**src/rtl/datapath_arbiter_if.sv**
```systemverilog
// Handshake bundle between requesters, the round-robin datapath arbiter and the
// start/done datapath controller it sequences.
interface datapath_arbiter_if #(
    parameter int N   = 4,
    parameter int IDW = 2,
    parameter int CW  = 8
);
    logic [N-1:0]   req;
    logic [N-1:0]   gnt;
    logic [N-1:0]   ack;
    logic           err;
    logic           dp_start;
    logic           dp_done;
    logic           dp_abort;
    logic           busy;
    logic [IDW-1:0] cur_id;
    logic [CW-1:0]  op_cycles;

    modport slave (
        input  req,
        input  dp_done,
        output gnt,
        output ack,
        output err,
        output dp_start,
        output dp_abort,
        output busy,
        output cur_id,
        output op_cycles
    );

    modport master (
        output req,
        output dp_done,
        input  gnt,
        input  ack,
        input  err,
        input  dp_start,
        input  dp_abort,
        input  busy,
        input  cur_id,
        input  op_cycles
    );
endinterface

```
**src/rtl/datapath_arbiter.sv**
```systemverilog
// Round-robin arbiter sharing one start/done datapath controller among N requesters.
// Optional WAIT timeout with abort is enabled by defining ARB_TIMEOUT_EN.
module datapath_arbiter #(
    parameter int          N       = 4,
    parameter int          IDW     = 2,
    parameter int          CW      = 8,
    parameter int unsigned TIMEOUT = 200
) (
    input  logic              clk,
    input  logic              rst,
    datapath_arbiter_if.slave bus
);
    typedef enum logic [2:0] {
        ST_IDLE  = 3'd0,
        ST_START = 3'd1,
        ST_WAIT  = 3'd2,
        ST_ABORT = 3'd3,
        ST_ACK   = 3'd4
    } state_t;

`ifdef ARB_TIMEOUT_EN
    localparam bit TIMEOUT_EN = 1'b1;
`else
    localparam bit TIMEOUT_EN = 1'b0;
`endif

    localparam logic [N-1:0]   ZERO_N     = {N{1'b0}};
    localparam logic [N-1:0]   ONE_N      = {{(N-1){1'b0}}, 1'b1};
    localparam logic [IDW-1:0] ZERO_ID    = {IDW{1'b0}};
    localparam logic [IDW-1:0] ID_LAST    = IDW'(N - 1);
    localparam logic [CW-1:0]  ZERO_CNT   = {CW{1'b0}};
    localparam logic [CW-1:0]  CNT_MAX    = {CW{1'b1}};
    localparam logic [CW-1:0]  TIMEOUT_OP = (TIMEOUT > 32'(CNT_MAX)) ? CNT_MAX : CW'(TIMEOUT);

    state_t         state_r, state_next_s;
    logic [IDW-1:0] rr_ptr_r, rr_ptr_next_s;
    logic [IDW-1:0] cur_id_r, cur_id_next_s;
    logic [CW-1:0]  wait_cnt_r, wait_cnt_next_s;
    logic [CW-1:0]  op_cycles_r, op_cycles_next_s;
    logic [N-1:0]   gnt_r, gnt_next_s;
    logic [N-1:0]   ack_r, ack_next_s;
    logic           err_r, err_next_s;
    logic           dp_start_r, dp_start_next_s;
    logic           dp_abort_r, dp_abort_next_s;
    logic           busy_r, busy_next_s;

    logic [IDW-1:0] pick_s;
    logic [N-1:0]   pick_oh_s;
    logic [N-1:0]   cur_oh_s;
    logic           timeout_hit_s;

    // First requesting index at or after ptr, wrapping N-1 -> 0.
    function automatic logic [IDW-1:0] rr_pick(input logic [N-1:0] r, input logic [IDW-1:0] ptr);
        logic [IDW-1:0] pick;
        logic           found;
        int             idx;
        pick  = ZERO_ID;
        found = 1'b0;
        for (int i = 0; i < N; i++) begin
            idx = (int'(ptr) + i) % N;
            if (!found && r[idx]) begin
                pick  = IDW'(idx);
                found = 1'b1;
            end else begin
                pick  = pick;
                found = found;
            end
        end
        return pick;
    endfunction

    assign pick_s        = rr_pick(bus.req, rr_ptr_r);
    assign pick_oh_s     = ONE_N << pick_s;
    assign cur_oh_s      = ONE_N << cur_id_r;
    // The increment that would reach TIMEOUT aborts, so WAIT lasts at most TIMEOUT cycles.
    assign timeout_hit_s = TIMEOUT_EN && ((32'(wait_cnt_r) + 32'd1) >= TIMEOUT);

    // FSM state register.
    always_ff @(posedge clk) begin
        if (rst) begin
            state_r <= ST_IDLE;
        end else begin
            state_r <= state_next_s;
        end
    end

    // Next-state and next-output decode; dp_done takes priority over timeout.
    always_comb begin
        state_next_s     = state_r;
        rr_ptr_next_s    = rr_ptr_r;
        cur_id_next_s    = cur_id_r;
        wait_cnt_next_s  = wait_cnt_r;
        op_cycles_next_s = op_cycles_r;
        gnt_next_s       = gnt_r;
        ack_next_s       = ZERO_N;
        err_next_s       = err_r;
        dp_start_next_s  = 1'b0;
        dp_abort_next_s  = 1'b0;
        case (state_r)
            ST_IDLE: begin
                if (|bus.req) begin
                    state_next_s    = ST_START;
                    cur_id_next_s   = pick_s;
                    gnt_next_s      = pick_oh_s;
                    dp_start_next_s = 1'b1;
                end else begin
                    gnt_next_s      = ZERO_N;
                end
            end
            ST_START: begin
                state_next_s    = ST_WAIT;
                wait_cnt_next_s = ZERO_CNT;
            end
            ST_WAIT: begin
                if (bus.dp_done) begin
                    state_next_s     = ST_ACK;
                    op_cycles_next_s = wait_cnt_r;
                    ack_next_s       = cur_oh_s;
                end else if (timeout_hit_s) begin
                    state_next_s     = ST_ABORT;
                    op_cycles_next_s = TIMEOUT_OP;
                    dp_abort_next_s  = 1'b1;
                    err_next_s       = 1'b1;
                end else if (wait_cnt_r != CNT_MAX) begin
                    wait_cnt_next_s  = wait_cnt_r + CW'(1'b1);
                end else begin
                    wait_cnt_next_s  = wait_cnt_r;
                end
            end
            ST_ABORT: begin
                state_next_s = ST_ACK;
                ack_next_s   = cur_oh_s;
                err_next_s   = 1'b1;
            end
            ST_ACK: begin
                state_next_s  = ST_IDLE;
                gnt_next_s    = ZERO_N;
                err_next_s    = 1'b0;
                rr_ptr_next_s = (cur_id_r == ID_LAST) ? ZERO_ID : cur_id_r + IDW'(1'b1);
            end
            default: begin
                state_next_s = ST_IDLE;
                gnt_next_s   = ZERO_N;
                err_next_s   = 1'b0;
            end
        endcase
        busy_next_s = (state_next_s != ST_IDLE);
    end

    // Registered outputs and job bookkeeping.
    always_ff @(posedge clk) begin
        if (rst) begin
            rr_ptr_r    <= ZERO_ID;
            cur_id_r    <= ZERO_ID;
            wait_cnt_r  <= ZERO_CNT;
            op_cycles_r <= ZERO_CNT;
            gnt_r       <= ZERO_N;
            ack_r       <= ZERO_N;
            err_r       <= 1'b0;
            dp_start_r  <= 1'b0;
            dp_abort_r  <= 1'b0;
            busy_r      <= 1'b0;
        end else begin
            rr_ptr_r    <= rr_ptr_next_s;
            cur_id_r    <= cur_id_next_s;
            wait_cnt_r  <= wait_cnt_next_s;
            op_cycles_r <= op_cycles_next_s;
            gnt_r       <= gnt_next_s;
            ack_r       <= ack_next_s;
            err_r       <= err_next_s;
            dp_start_r  <= dp_start_next_s;
            dp_abort_r  <= dp_abort_next_s;
            busy_r      <= busy_next_s;
        end
    end

    assign bus.gnt       = gnt_r;
    assign bus.ack       = ack_r;
    assign bus.err       = err_r;
    assign bus.dp_start  = dp_start_r;
    assign bus.dp_abort  = dp_abort_r;
    assign bus.busy      = busy_r;
    assign bus.cur_id    = cur_id_r;
    assign bus.op_cycles = op_cycles_r;
endmodule

```
**src/flat_wrapper.sv**
```systemverilog
// flat-port wrapper written by rule: the top's interface ports become plain ports
module datapath_arbiter_flat 
#(
    parameter int          N       = 4,
    parameter int          IDW     = 2,
    parameter int          CW      = 8,
    parameter int unsigned TIMEOUT = 200
)
  (clk, rst, bus_req, bus_dp_done, bus_gnt, bus_ack, bus_err, bus_dp_start, bus_dp_abort, bus_busy, bus_cur_id, bus_op_cycles);
  datapath_arbiter_if #(.N(N), .IDW(IDW), .CW(CW)) bus_i ();
  input  logic clk;
  input  logic rst;
  input wire logic [$bits(bus_i.req)-1:0] bus_req;
  input wire logic [$bits(bus_i.dp_done)-1:0] bus_dp_done;
  output wire logic [$bits(bus_i.gnt)-1:0] bus_gnt;
  output wire logic [$bits(bus_i.ack)-1:0] bus_ack;
  output wire logic [$bits(bus_i.err)-1:0] bus_err;
  output wire logic [$bits(bus_i.dp_start)-1:0] bus_dp_start;
  output wire logic [$bits(bus_i.dp_abort)-1:0] bus_dp_abort;
  output wire logic [$bits(bus_i.busy)-1:0] bus_busy;
  output wire logic [$bits(bus_i.cur_id)-1:0] bus_cur_id;
  output wire logic [$bits(bus_i.op_cycles)-1:0] bus_op_cycles;
  assign bus_i.req = bus_req;
  assign bus_i.dp_done = bus_dp_done;
  assign bus_gnt = bus_i.gnt;
  assign bus_ack = bus_i.ack;
  assign bus_err = bus_i.err;
  assign bus_dp_start = bus_i.dp_start;
  assign bus_dp_abort = bus_i.dp_abort;
  assign bus_busy = bus_i.busy;
  assign bus_cur_id = bus_i.cur_id;
  assign bus_op_cycles = bus_i.op_cycles;
  datapath_arbiter #(.N(N), .IDW(IDW), .CW(CW), .TIMEOUT(TIMEOUT)) u_core (.clk(clk), .rst(rst), .bus(bus_i));
endmodule
```
**config.mk**
```make
export PLATFORM = sky130hd
export DESIGN_NAME = datapath_arbiter_flat
export DESIGN_NICKNAME = d
export VERILOG_FILES = /design/src/rtl/datapath_arbiter_if.sv /design/src/rtl/datapath_arbiter.sv /design/src/flat_wrapper.sv
export SDC_FILE = /design/constraint.sdc
export NUM_CORES = 1
export LEC_CHECK = 0
export ABC_AREA = 1
export BUFFER_PORTS_ARGS = -buffer_cell sky130_fd_sc_hd__buf_2
export CORE_ASPECT_RATIO = 0.6
export CORE_MARGIN = 3
export CORE_UTILIZATION = 55
export DETAILED_ROUTE_END_ITERATION = 7
export PLACE_DENSITY = 0.74
export SYNTH_ARGS = -nofsm -noshare
export SYNTH_HDL_FRONTEND = slang
export SYNTH_SLANG_ARGS = --single-unit
```
**constraint.sdc**
```tcl
create_clock -name clk -period 2.1 [get_ports clk]
set_clock_uncertainty 0.05 [all_clocks]
set_input_delay 0.42 -clock clk [delete_from_list [all_inputs] [get_ports clk]]
set_output_delay 0.42 -clock clk [all_outputs]
set_load 0.005 [all_outputs]
```
; ---- Word-level counts from Yosys, hierarchy flattened
; Index checks and enable logic that the tools add are counted.
[word_totals]
reg_bits = 34
latchBits = 0
mem_bits_rw = 0
mem_bits_ro = 0
wordCells = 83
memories = 0
[op_classes]
add_sub_neg = 5
n_mul = 0
div = 0
n_lt_le_gt_ge = 4
eq_ne = 8
shift = 2
mux = 31
n_bitwise = 4
n_reduce_logical = 19
[op_table]
columns = cell, n
row1 = $mux W8, 2
row2 = $pmux W4 S2, 2
row3 = $pmux W8 S2, 1
row4 = $lt A3 B4 Y1 const B, 3
row5 = $pmux W3 S4, 1
row6 = $mux W1, 11
row7 = $mux W2, 5
row8 = $add A8 B1 Y8 const B, 1
row9 = $bmux W1 S2, 4
row10 = $mux W4, 2
row11 = $ne A8 B8 Y1 const B, 1
row12 = $reduce_or A2 Y1, 4
row13 = $shl A1 B2 Y4 const A, 2
row14 = $eq A3 B2 Y1 const B, 2
row15 = $mux W3, 2
row16 = $reduce_or A3 Y1, 2
row17 = $add A2 B1 Y2 const B, 2
row18 = $add A2 B2 Y2 const B, 2
row19 = $reduce_and A2 Y1, 2
row20 = $reduce_or A4 Y1, 1
row21 = $and A1 B1 Y1 const A, 3
row22 = $eq A3 B1 Y1 const B, 1
row23 = $eq A3 B3 Y1 const B, 1
row24 = $logic_and A1 B1 Y1, 3
row25 = 11 further kinds, 13

; ---- Longest topological paths before layout
; Gate-level depths: netlist of the first run.
[logic_depth]
word_depth = 17
ltp_mapped = 14
depth_no_buf = 13

; ---- Worst setup path after synthesis of the first run
; Ideal clock, no wire load.
[synth_path]
path_kind = register to register
from = reg u_core.wait_cnt_r[0]
to = reg u_core.wait_cnt_r[2]
setup_ns = 0.070
arrival_time_ns = 1.350
required_ns = 1.980
setup_slack_ns = 0.629
stages_incl_launch_ff = 10
path_buffers = 0
synth_period_minus_slack_ns = 1.471
path_cell_list = dfxtp_1 > ha_1 > nand2_1 > clkinv_1 > nand3_1 > o21ai_1 > nand2_1 > nand2_2 > nand2_1 > a21oi_1
[synth_between]
elab_chain_len = 4
[synth_lines]
columns = element, line_no
row1 = from (decl), datapath_arbiter.sv:38  ; logic [CW-1:0] wait_cnt_r, wait_cnt_next_s;
row2 = from (signal assigned), datapath_arbiter.sv:166  ; wait_cnt_r <= wait_cnt_next_s;
row3 = $add A8 B1 Y8, datapath_arbiter.sv:125  ; wait_cnt_next_s = wait_cnt_r + CW'(1'b1);
row4 = $mux W8, datapath_arbiter.sv:124  ; end else if (wait_cnt_r != CNT_MAX) begin
row5 = $mux W8, datapath_arbiter.sv:115  ; if (bus.dp_done) begin
row6 = $pmux W8 S2, datapath_arbiter.sv:99  ; case (state_r)
; Parallel ways exist; a longest one is shown, timed or not. The select of a mux whose other input is x is not followed.
; A chain may end at the register's enable or synchronous reset.

; ---- Worst setup path after layout of the first run
; Same ends and word-level chain as after synthesis.

==> metrics.yaml, run 1 <==
run_status:
  outcome: "finished, final reports clean"
global_routing:
  grt_pass1_wl_mm: 6.93
  track_usage: 0.228
  grt_max_degree: 17
  antenna_found_initial: 0
  grt_overflow: 0
  grt_pass1_vias: 1415
synthesis:
  syn_avg_cell_area_um2: 6.99
  synth.cell_area_mm2: 0.00179
  synth_cell_type_count: 30
  syn_inst: 256
  syn-num-nets: 268
  ys_seq_area_frac: 0.380
  ys_seq_elements: 34
  yosysWarnings: 0
die:
  start_util: 0.600
  ioPinCount: 29
  die_h_um: 50.2
  die-area_mm2: 0.00400
  rows: 15
  core_mm2: 0.00298
  fp.dieW_um: 79.7
sta:
  slew_headroom: 0.629
  finalCriticalPeriod_ns: 1.72
  setup_violations: 0
  tns_ns: 0
  holdWs_ns: 0.403
  rsz0062_at_grt: "false"
  worst_slew_pin_slew_ns: 0.551
  fin_ws_ns: 0.377
  period_share: 0.820
  hold_violations: 0
  fmax_mhz: 580
  slew_viol_final: 0
clock_tree:
  clk_path_buf_depth: 2
  insertion_delay_ns: 0.28
  root_buffer: "clkbuf_8"
  htreeDepth: 2
  clkTransAtPathRegs_ns: 0.07
  cts_tree: "built"
  cts_hold_buf: 0
  cts_resized: 0
  cts.sinks: 34
  numCtsBuffers: 5
  cts_setup_buffers: 0
pwr:
  seq_power_share: 0.452
  cellPowerDensity_mw_per_mm2: 755
  switching_share: 0.279
  p_leak_nw: 0.993
  vdd_drop_max_v: 0.000515
  intPower_mw: 1.12
  comb_power_share: 0.177
  power_mw: 1.55
  clkPwrFrac: 0.372
  power.switching_mw: 0.434
cells_and_area:
  diodes: 0
  nets: 297
  syn_to_final_growth_pct: 15.0
  fin_util: 0.690
  layout-drive-gt1-share: 0.224
flow_run:
  cap_violations: 0
placement:
  dp_slack_ns: 0.437
  gp_congestion: 0.907
  io_buffers: 27
  hpwl_mm: 2.95
routing:
  first_pass_iters: 6
  wl_mm: 3.92
  drc: 0
  via_per_inst: 4.89
  wire_per_inst_um: 12.0
  drtIter0Drc: 119
  ant_nets: 0
  via_count: 1604
setup_path:
  cp_max_fo: 7
  cp.required_ns: 2.26
  crit_type: "reg -> reg"
  worstPathArrival_ns: 1.88
  regToRegSetupSlack_ns: 0.38
  cp-end-kind: "flip-flop"
  start_kind: "flip-flop"
hold_path:
  hold_class: "reg -> reg"
cell families after synthesis:
| kind of cell | count (synthesis) | share of synthesized area |
|---|---|---|
| and+or+nand+nor | 138 | 0.368 |
| buffers and inverters | 40 | 0.0936 |
| AOI/OAI and AO/OA | 34 | 0.101 |
| DFF | 34 | 0.380 |
| adders and majority gates | 5 | 0.0349 |
| xor gates and xnor gates | 4 | 0.0196 |
| other | 1 | 0.00209 |
metal layers:
| metal | track usage | share of wire |
|---|---|---|
| met5 | 0 | 0 |
| met4 | 0.0857 | 0.0097 |
| met3 | 0.0556 | 0.073 |
| met2 | 0.255 | 0.31 |
| met1 | 0.389 | 0.61 |
through the flow:
stage / std cells / instance area, µm²
final: 328 / 2060
after global routing: 328 / 2060
after CTS: 328 / 2060
after detailed placement: 320 / 1950
after global placement: 320 / 1950
after floorplan: 256 / 1790
critical path: stages (launching register included):
cell      delay [ns]
dfxtp_1         0.43
ha_1            0.22
nand2_1         0.07
clkinv_1        0.07
nand3_1         0.11
o21ai_1         0.21
nand2_1         0.13
nand2_2         0.16
nand2_1         0.07
a21oi_1         0.14
state kept, by name, indices dropped and copies added, names as in the netlist:
| register | count |
|---|---|
| u_core.wait_cnt_r | 8 |
| u_core.bus.err | 1 |
| u_core.bus.ack | 4 |
| u_core.rr_ptr_r | 2 |
| u_core.bus.cur_id | 2 |
| u_core.bus.gnt | 4 |
| u_core.bus.dp_start | 1 |
| u_core.state_r | 3 |
| u_core.bus.op_cycles | 8 |
| u_core.bus.busy | 1 |
power by group through the flow:
stage / logic (mW) / clock network, mW / registers [mW]
CTS: 0.271 / 0.597 / 0.702
global route: 0.314 / 0.619 / 0.707
floorplan: 0.190 / 0 / 0.718
global placement: 0.269 / 0 / 0.716
detailed placement: 0.269 / 0 / 0.716
finish: 0.274 / 0.578 / 0.702
layout by cell type (no fill, tap or decap), types with 2 or more instances in the layout:
master,n
nor3_1,3
nand2_1,62
a21oi_1,14
buf_4,2
clkinv_1,2
clkbuf_8,5
clkinv_2,2
inv_1,26
nand2_2,12
inv_2,5
dfxtp_1,34
nor2_1,29
ha_1,5
nor2_2,2
nand2_4,4
nand3_1,17
xor2_1,4
o21ai_1,3
buf_2,27
o21ai_0,13
nand4_1,5
a211oi_1,2
cell usage after synthesis:
cell | count | area, µm²
nand3_1 | 17 | 85.1
a21oi_2 | 1 | 8.76
a21oi_1 | 14 | 70.1
nand2_1 | 62 | 233
dfxtp_1 | 34 | 681
o21bai_1 | 1 | 7.51
nor2_2 | 2 | 12.5
o21ai_0 | 13 | 65.1
nor2_1 | 29 | 109
a211oi_1 | 2 | 15.0
xor2_1 | 4 | 35.0
nor2_8 | 1 | 20.0
nand3b_1 | 1 | 7.51
ha_1 | 5 | 62.6
clkbuf_1 | 2 | 7.51
buf_6 | 1 | 11.3
buf_4 | 2 | 15.0
nor3_1 | 3 | 15.0
nand2_2 | 12 | 75.1
clkinv_1 | 2 | 7.51
nand2_4 | 4 | 45.0
clkbuf_2 | 1 | 5.00
buf_2 | 1 | 5.00
conb_1 | 1 | 3.75
nor3_2 | 1 | 10.0
nand4_1 | 5 | 31.3
inv_2 | 5 | 18.8
nor3_4 | 1 | 16.3
inv_1 | 26 | 97.6
o21ai_1 | 3 | 15.0
worst paths after layout:
path | from | to | cells past startpoint
min reg2reg | u_core.bus.gnt[1] | u_core.bus.gnt[1] | 2
max reg2reg | u_core.wait_cnt_r[0] | u_core.wait_cnt_r[2] | 9
min | u_core.bus.gnt[1] | u_core.bus.gnt[1] | 2
max | u_core.wait_cnt_r[0] | u_core.wait_cnt_r[2] | 9
cell type report:
cell class | instances | area, µm²
tap | 42 | 52.6
inverter | 33 | 124
timing repair buffer | 29 | 150
clock inverter | 3 | 40.0
sequential | 34 | 681
multi-input combinational | 182 | 942
fill | 263 | 926
clock buffer | 5 | 68.8
(Power assumes the default switching activity.)
==> run 2: changes to the inputs <==
CORE_UTILIZATION = 50   (was 55)
PLACE_DENSITY = 0.71   (was 0.74)
clock period = 1.4 ns   (was 2.1 ns; I/O delays follow)
==> run 2 against run 1 <==
Compared with the run above: the run now ends with setup timing left; die area is 9.0% higher; count of clock-buffer cells in the layout stayed put; global-route usage is 3.5 points higher; first-iteration DRC count grew to 2.9 times the previous value.
==> metrics.yaml, run 2 (synthesis gave the netlist of run 1 again) <==
placement:
  numPlacedInstances: 358  # was 320
  hpwl_mm: 3.73  # was 2.95 mm
  dpl_cell_area_mm2: 0.00223  # was 0.00195 mm²
  io_buffers: 27  # unchanged
  gp_congestion: 0.951  # was 0.907
clock_tree:
  clkTransAtPathRegs_ns: 0.08  # was 0.07 ns
  clk_path_buf_depth: 2  # unchanged
  cts_hold_buf: 0  # unchanged
  cts.sinks: 34  # unchanged
  root_buffer: "clkbuf_8"  # unchanged
  insertion_delay_ns: 0.30  # was 0.28 ns
  htreeDepth: 2  # unchanged
  numCtsBuffers: 5  # unchanged
  cts_tree: "built"  # unchanged
routing:
  first_pass_iters: 5  # was 6
  drtIter0Drc: 341  # was 119
  via_per_inst: 5.91  # was 4.89
  via_count: 2250  # was 1604
  ant_nets: 0  # unchanged
  wl_mm: 7.60  # was 3.92 mm
  wire_per_inst_um: 20.0  # was 12.0 µm
  drc: 0  # unchanged
cells_and_area:
  diodes: 0  # unchanged
  nets: 347  # was 297
  layout-drive-gt1-share: 0.530  # was 0.224
  syn_to_final_growth_pct: 60.9  # was 15.0%
  final_common_cell: "buf_4"  # was nand2_1
  fillers: 151  # was 263
  instances_no_fill: 381  # was 328
  stdcell_area_mm2: 0.00288  # was 0.00206 mm²
  mostFrequentLayoutCells: "buf_4, nand2_1, buf_2, dfxtp_1, inv_1"  # was nand2_1, dfxtp_1, nor2_1, buf_2, inv_1
setup_path:
  crit_type: "reg -> reg"  # unchanged
  cp.required_ns: 1.55  # was 2.26 ns
  cp-end-kind: "flip-flop"  # unchanged
  worstPathArrival_ns: 1.86  # was 1.88 ns
  start_kind: "flip-flop"  # unchanged
  cp_max_fo: 5  # was 7
sta:
  hold_violations: 0  # unchanged
  period_share: 1.22  # was 0.820
  fmax_mhz: 583  # was 580 MHz
  finalCriticalPeriod_ns: 1.71  # was 1.72 ns
  slew_viol_final: 0  # unchanged
  rsz0062_at_grt: "true"  # was false
  setup_violations: 30  # was 0
  fin_ws_ns: -0.314  # was 0.377 ns
die:
  die-area_mm2: 0.00436  # was 0.00400 mm²
  core_mm2: 0.00334  # was 0.00298 mm²
  rows: 16  # was 15
  die_h_um: 52.4  # was 50.2 µm
  ioPinCount: 29  # unchanged
  fp.dieW_um: 83.3  # was 79.7 µm
  start_util: 0.536  # was 0.600
run_status:
  outcome: "finished, violations left"  # was finished, final reports clean
  violations: "setup timing"
global_routing:
  grt_overflow: 0  # unchanged
  antenna_found_initial: 0  # unchanged
  grt_max_degree: 12  # was 17
  track_usage: 0.263  # was 0.228
  grt_pass1_vias: 1756  # was 1415
  grt_pass1_wl_mm: 8.69  # was 6.93 mm
pwr:
  vdd_drop_max_v: 0.000970  # was 0.000515 V
  cellPowerDensity_mw_per_mm2: 958  # was 755 mW/mm²
  p_leak_nw: 1.39  # was 0.993 nW
flow_run:
  cap_violations: 0  # unchanged
hold_path:
  hold_class: "in -> reg"  # was reg -> reg
## run 2: layout make-up
class | count | area (µm²) | area share
clock buffer | 5 | 68.8 | 0.0239
inverter | 33 | 148 | 0.0513
clock inverter | 3 | 40.0 | 0.0139
multi-input combinational | 182 | 1280 | 0.446
sequential | 34 | 696 | 0.242
tap | 45 | 56.3 | 0.0195
timing repair buffer | 79 | 588 | 0.204
## run 2: path summary, 6_finish.rpt
check               startpoint  slack (ns)  cells past startpoint              endpoint
min reg2reg  u_core.bus.gnt[1]        0.40                      2     u_core.bus.gnt[1]
max reg2reg  u_core.state_r[1]       -0.31                      7  u_core.wait_cnt_r[0]
max          u_core.state_r[1]       -0.31                      7  u_core.wait_cnt_r[0]
min                        rst        0.24                      2    u_core.rr_ptr_r[0]
## run 2: per-stage QoR
step | hold slack, ns | setup TNS [ns] | total power, mW | utilization | setup slack [ns]
2_1_floorplan | 0.396 | 0 | 1.36 | - | 0.0168
5_1_grt | 0.263 | -6.39 | 2.83 | 0.862 | -0.345
3_3_place_gp | 0.388 | -1.01 | 1.56 | 0.667 | -0.140
6_report | 0.243 | -4.71 | 2.76 | 0.862 | -0.314
4_1_cts | 0.213 | -0.739 | 2.51 | 0.724 | -0.0735
3_5_place_dp | 0.389 | -1.49 | 1.56 | 0.667 | -0.172
## run 2: per-layer routing
metal,track usage,wire length [µm]
met1,0.388,2920
met2,0.366,3140
met3,0.0816,1120
met4,0.0707,419
met5,0,0
## run 2: report_power, final
| group | switching, mW | total (mW) | internal, mW |
|---|---|---|---|
| clock network | 0.407 | 0.931 | 0.524 |
| logic | 0.462 | 0.766 | 0.304 |
| registers | 0.0442 | 1.06 | 1.02 |
| total | 0.913 | 2.76 | 1.85 |
## run 2: critical path: stages, from the launching register on
cell and delay (ns):
dfxtp_2 0.38, inv_2 0.08, nor3_4 0.26, buf_6 0.16, inv_6 0.05, nor3_4 0.27
a21oi_2 0.10, a211oi_2 0.28
## run 2: repair_timing
action                     4_1_cts  5_1_grt
gates cloned                     0        1
setup endpoints to repair       19       28
gates resized for setup         20      100
setup buffers                    2       12
pin swaps                        7       41
==> run 3: changes to the inputs <==
SKIP_CTS_REPAIR_TIMING = 1   (was default)
==> run 3 against run 2 <==
Compared with the run above: the flow still finishes with violations (setup timing); hold slack improved by 0.0024 ns; sequential power about the same; count of clock-buffer cells in the layout unchanged; setup slack better by 0.13 ns; clock power fell by 1%; first-iteration DRC count fell by 50%; register-to-register slack gained 0.13 ns; flip-flop and latch count did not move; cell count shrank 1.0%; non-clock buffer count fell by 4; sequential share of layout area increased by 1.2 points; largest power group unchanged.
==> metrics.yaml, run 3 (synthesis gave the netlist of run 1 again) <==
clock_tree:
  htreeDepth: 2  # unchanged
  insertion_delay_ns: 0.30  # about the same
  clkTransAtPathRegs_ns: 0.08  # about the same
  cts_tree: "built"  # unchanged
  root_buffer: "clkbuf_8"  # unchanged
  cts.sinks: 34  # unchanged
  clk_path_buf_depth: 2  # unchanged
  numCtsBuffers: 5  # unchanged
routing:
  via_count: 2061  # was 2250
  via_per_inst: 5.47  # was 5.91
  wl_mm: 6.27  # was 7.60 mm
  ant_nets: 0  # unchanged
  wire_per_inst_um: 16.6  # was 20.0 µm
  first_pass_iters: 6  # was 5
  drc: 0  # unchanged
  drtIter0Drc: 170  # was 341
global_routing:
  grt_max_degree: 12  # unchanged
  antenna_found_initial: 0  # unchanged
  track_usage: 0.244  # was 0.263
  grt_pass1_vias: 1669  # was 1756
  grt_pass1_wl_mm: 8.12  # was 8.69 mm
  grt_overflow: 0  # unchanged
placement:
  dpl_cell_area_mm2: 0.00223  # unchanged
  io_buffers: 27  # unchanged
  dp_slack_ns: -0.172  # unchanged
  gp_congestion: 0.951  # unchanged
  hpwl_mm: 3.73  # unchanged
setup_path:
  cp_max_fo: 5  # unchanged
  cp.required_ns: 1.55  # about the same
  regToRegSetupSlack_ns: -0.18  # was -0.31 ns
  timing.rr.end: "u_core.wait_cnt_r[0]"  # unchanged
  start_kind: "flip-flop"  # unchanged
  reg2reg_depth: 7  # unchanged
  crit_type: "reg -> reg"  # unchanged
  rr_startpoint: "u_core.state_r[1]"  # unchanged
  cp-end-kind: "flip-flop"  # unchanged
  worstPathArrival_ns: 1.73  # was 1.86 ns
sta:
  fmax_mhz: 633  # was 583 MHz
  finalCriticalPeriod_ns: 1.58  # was 1.71 ns
  slew_viol_final: 0  # unchanged
  rsz0062_at_grt: "true"  # unchanged
  holdWs_ns: 0.246  # was 0.243 ns
  setup_violations: 21  # was 30
  fin_ws_ns: -0.179  # was -0.314 ns
  hold_violations: 0  # unchanged
  period_share: 1.13  # was 1.22
die:
  die-area_mm2: 0.00436  # unchanged
  die_h_um: 52.4  # unchanged
  ioPinCount: 29  # unchanged
  rows: 16  # unchanged
  core_mm2: 0.00334  # unchanged
  fp.dieW_um: 83.3  # unchanged
  start_util: 0.536  # unchanged
pwr:
  cellPowerDensity_mw_per_mm2: 962  # was 958 mW/mm²
  vdd_drop_max_v: 0.000724  # was 0.000970 V
  p_leak_nw: 1.34  # was 1.39 nW
  power_mw: 2.64  # was 2.76 mW
flow_run:
  cap_violations: 0  # unchanged
run_status:
  violations: "setup timing"  # unchanged
  outcome: "finished, violations left"  # unchanged
hold_path:
  hold_class: "in -> reg"  # unchanged
  holdCritStartpoint: "rst"  # unchanged
  holdPathEnd: "u_core.rr_ptr_r[0]"  # unchanged
  min_path_cells: 2  # unchanged
cells_and_area:
  diodes: 0  # unchanged
  stdcell_area_mm2: 0.00275  # was 0.00288 mm²
  layout-drive-gt1-share: 0.488  # was 0.530
  mostFrequentLayoutCells: "nand2_1, buf_4, buf_2, dfxtp_1"  # was buf_4, nand2_1, buf_2, dfxtp_1, inv_1
  final_common_cell: "nand2_1"  # was buf_4
  syn_to_final_growth_pct: 53.5  # was 60.9%
  nets: 343  # was 347
## run 3: worst max path at each step
stage / start / endpoint / slack, ns / cells after the start
after detailed placement: u_core.rr_ptr_r[1] / u_core.bus.gnt[2] / -0.17 / 12
final: u_core.state_r[1] / u_core.wait_cnt_r[0] / -0.18 / 7
after CTS: u_core.rr_ptr_r[1] / u_core.bus.gnt[3] / -0.20 / 11
after floorplan: u_core.rr_ptr_r[0] / u_core.bus.gnt[2] / 0.02 / 12
after global routing: u_core.state_r[1] / u_core.wait_cnt_r[0] / -0.25 / 7
after global placement: u_core.rr_ptr_r[1] / u_core.bus.gnt[3] / -0.14 / 11
## run 3: metrics by stage
step / TNS, ns / utilization / instances
2_1_floorplan: 0 / - / 256
3_3_place_gp: -1.01 / 0.667 / 358
3_5_place_dp: -1.49 / 0.667 / 358
4_1_cts: -1.90 / 0.699 / 366
5_1_grt: -3.28 / 0.822 / 377
6_report: -1.65 / 0.822 / 377
## run 3: power by group
group / internal [mW] / switching [mW]
logic: 0.268 / 0.397
clock network: 0.524 / 0.398
registers: 1.02 / 0.0391
total: 1.81 / 0.834
## run 3: area by class of cell
cell class	count	area, µm²
Sequential cell	34	696
Timing Repair Buffer	75	559
Clock buffer	5	68.8
Inverter	33	136
Clock inverter	3	40.0
Multi-Input combinational cell	182	1190
Fill cell	190	596
Tap cell	45	56.3
## run 3: worst max-delay path, stage by stage (launching register included)
cell and delay, ns:
dfxtp_2 0.36, inv_2 0.06, nor3_4 0.25, buf_4 0.16
inv_2 0.07, nor3_4 0.18, a21oi_1 0.13, a211oi_2 0.21
## run 3: routing by layer
| metal | part of all wire | GRT usage | wire length [µm] | vias up |
|---|---|---|---|---|
| li1 | - | - | - | 953 |
| met1 | 0.45 | 0.371 | 2820 | 939 |
| met5 | 0 | 0 | 0 | - |
| met2 | 0.41 | 0.307 | 2560 | 155 |
| met4 | 0.019 | 0.0707 | 119 | 0 |
| met3 | 0.12 | 0.0895 | 772 | 14 |
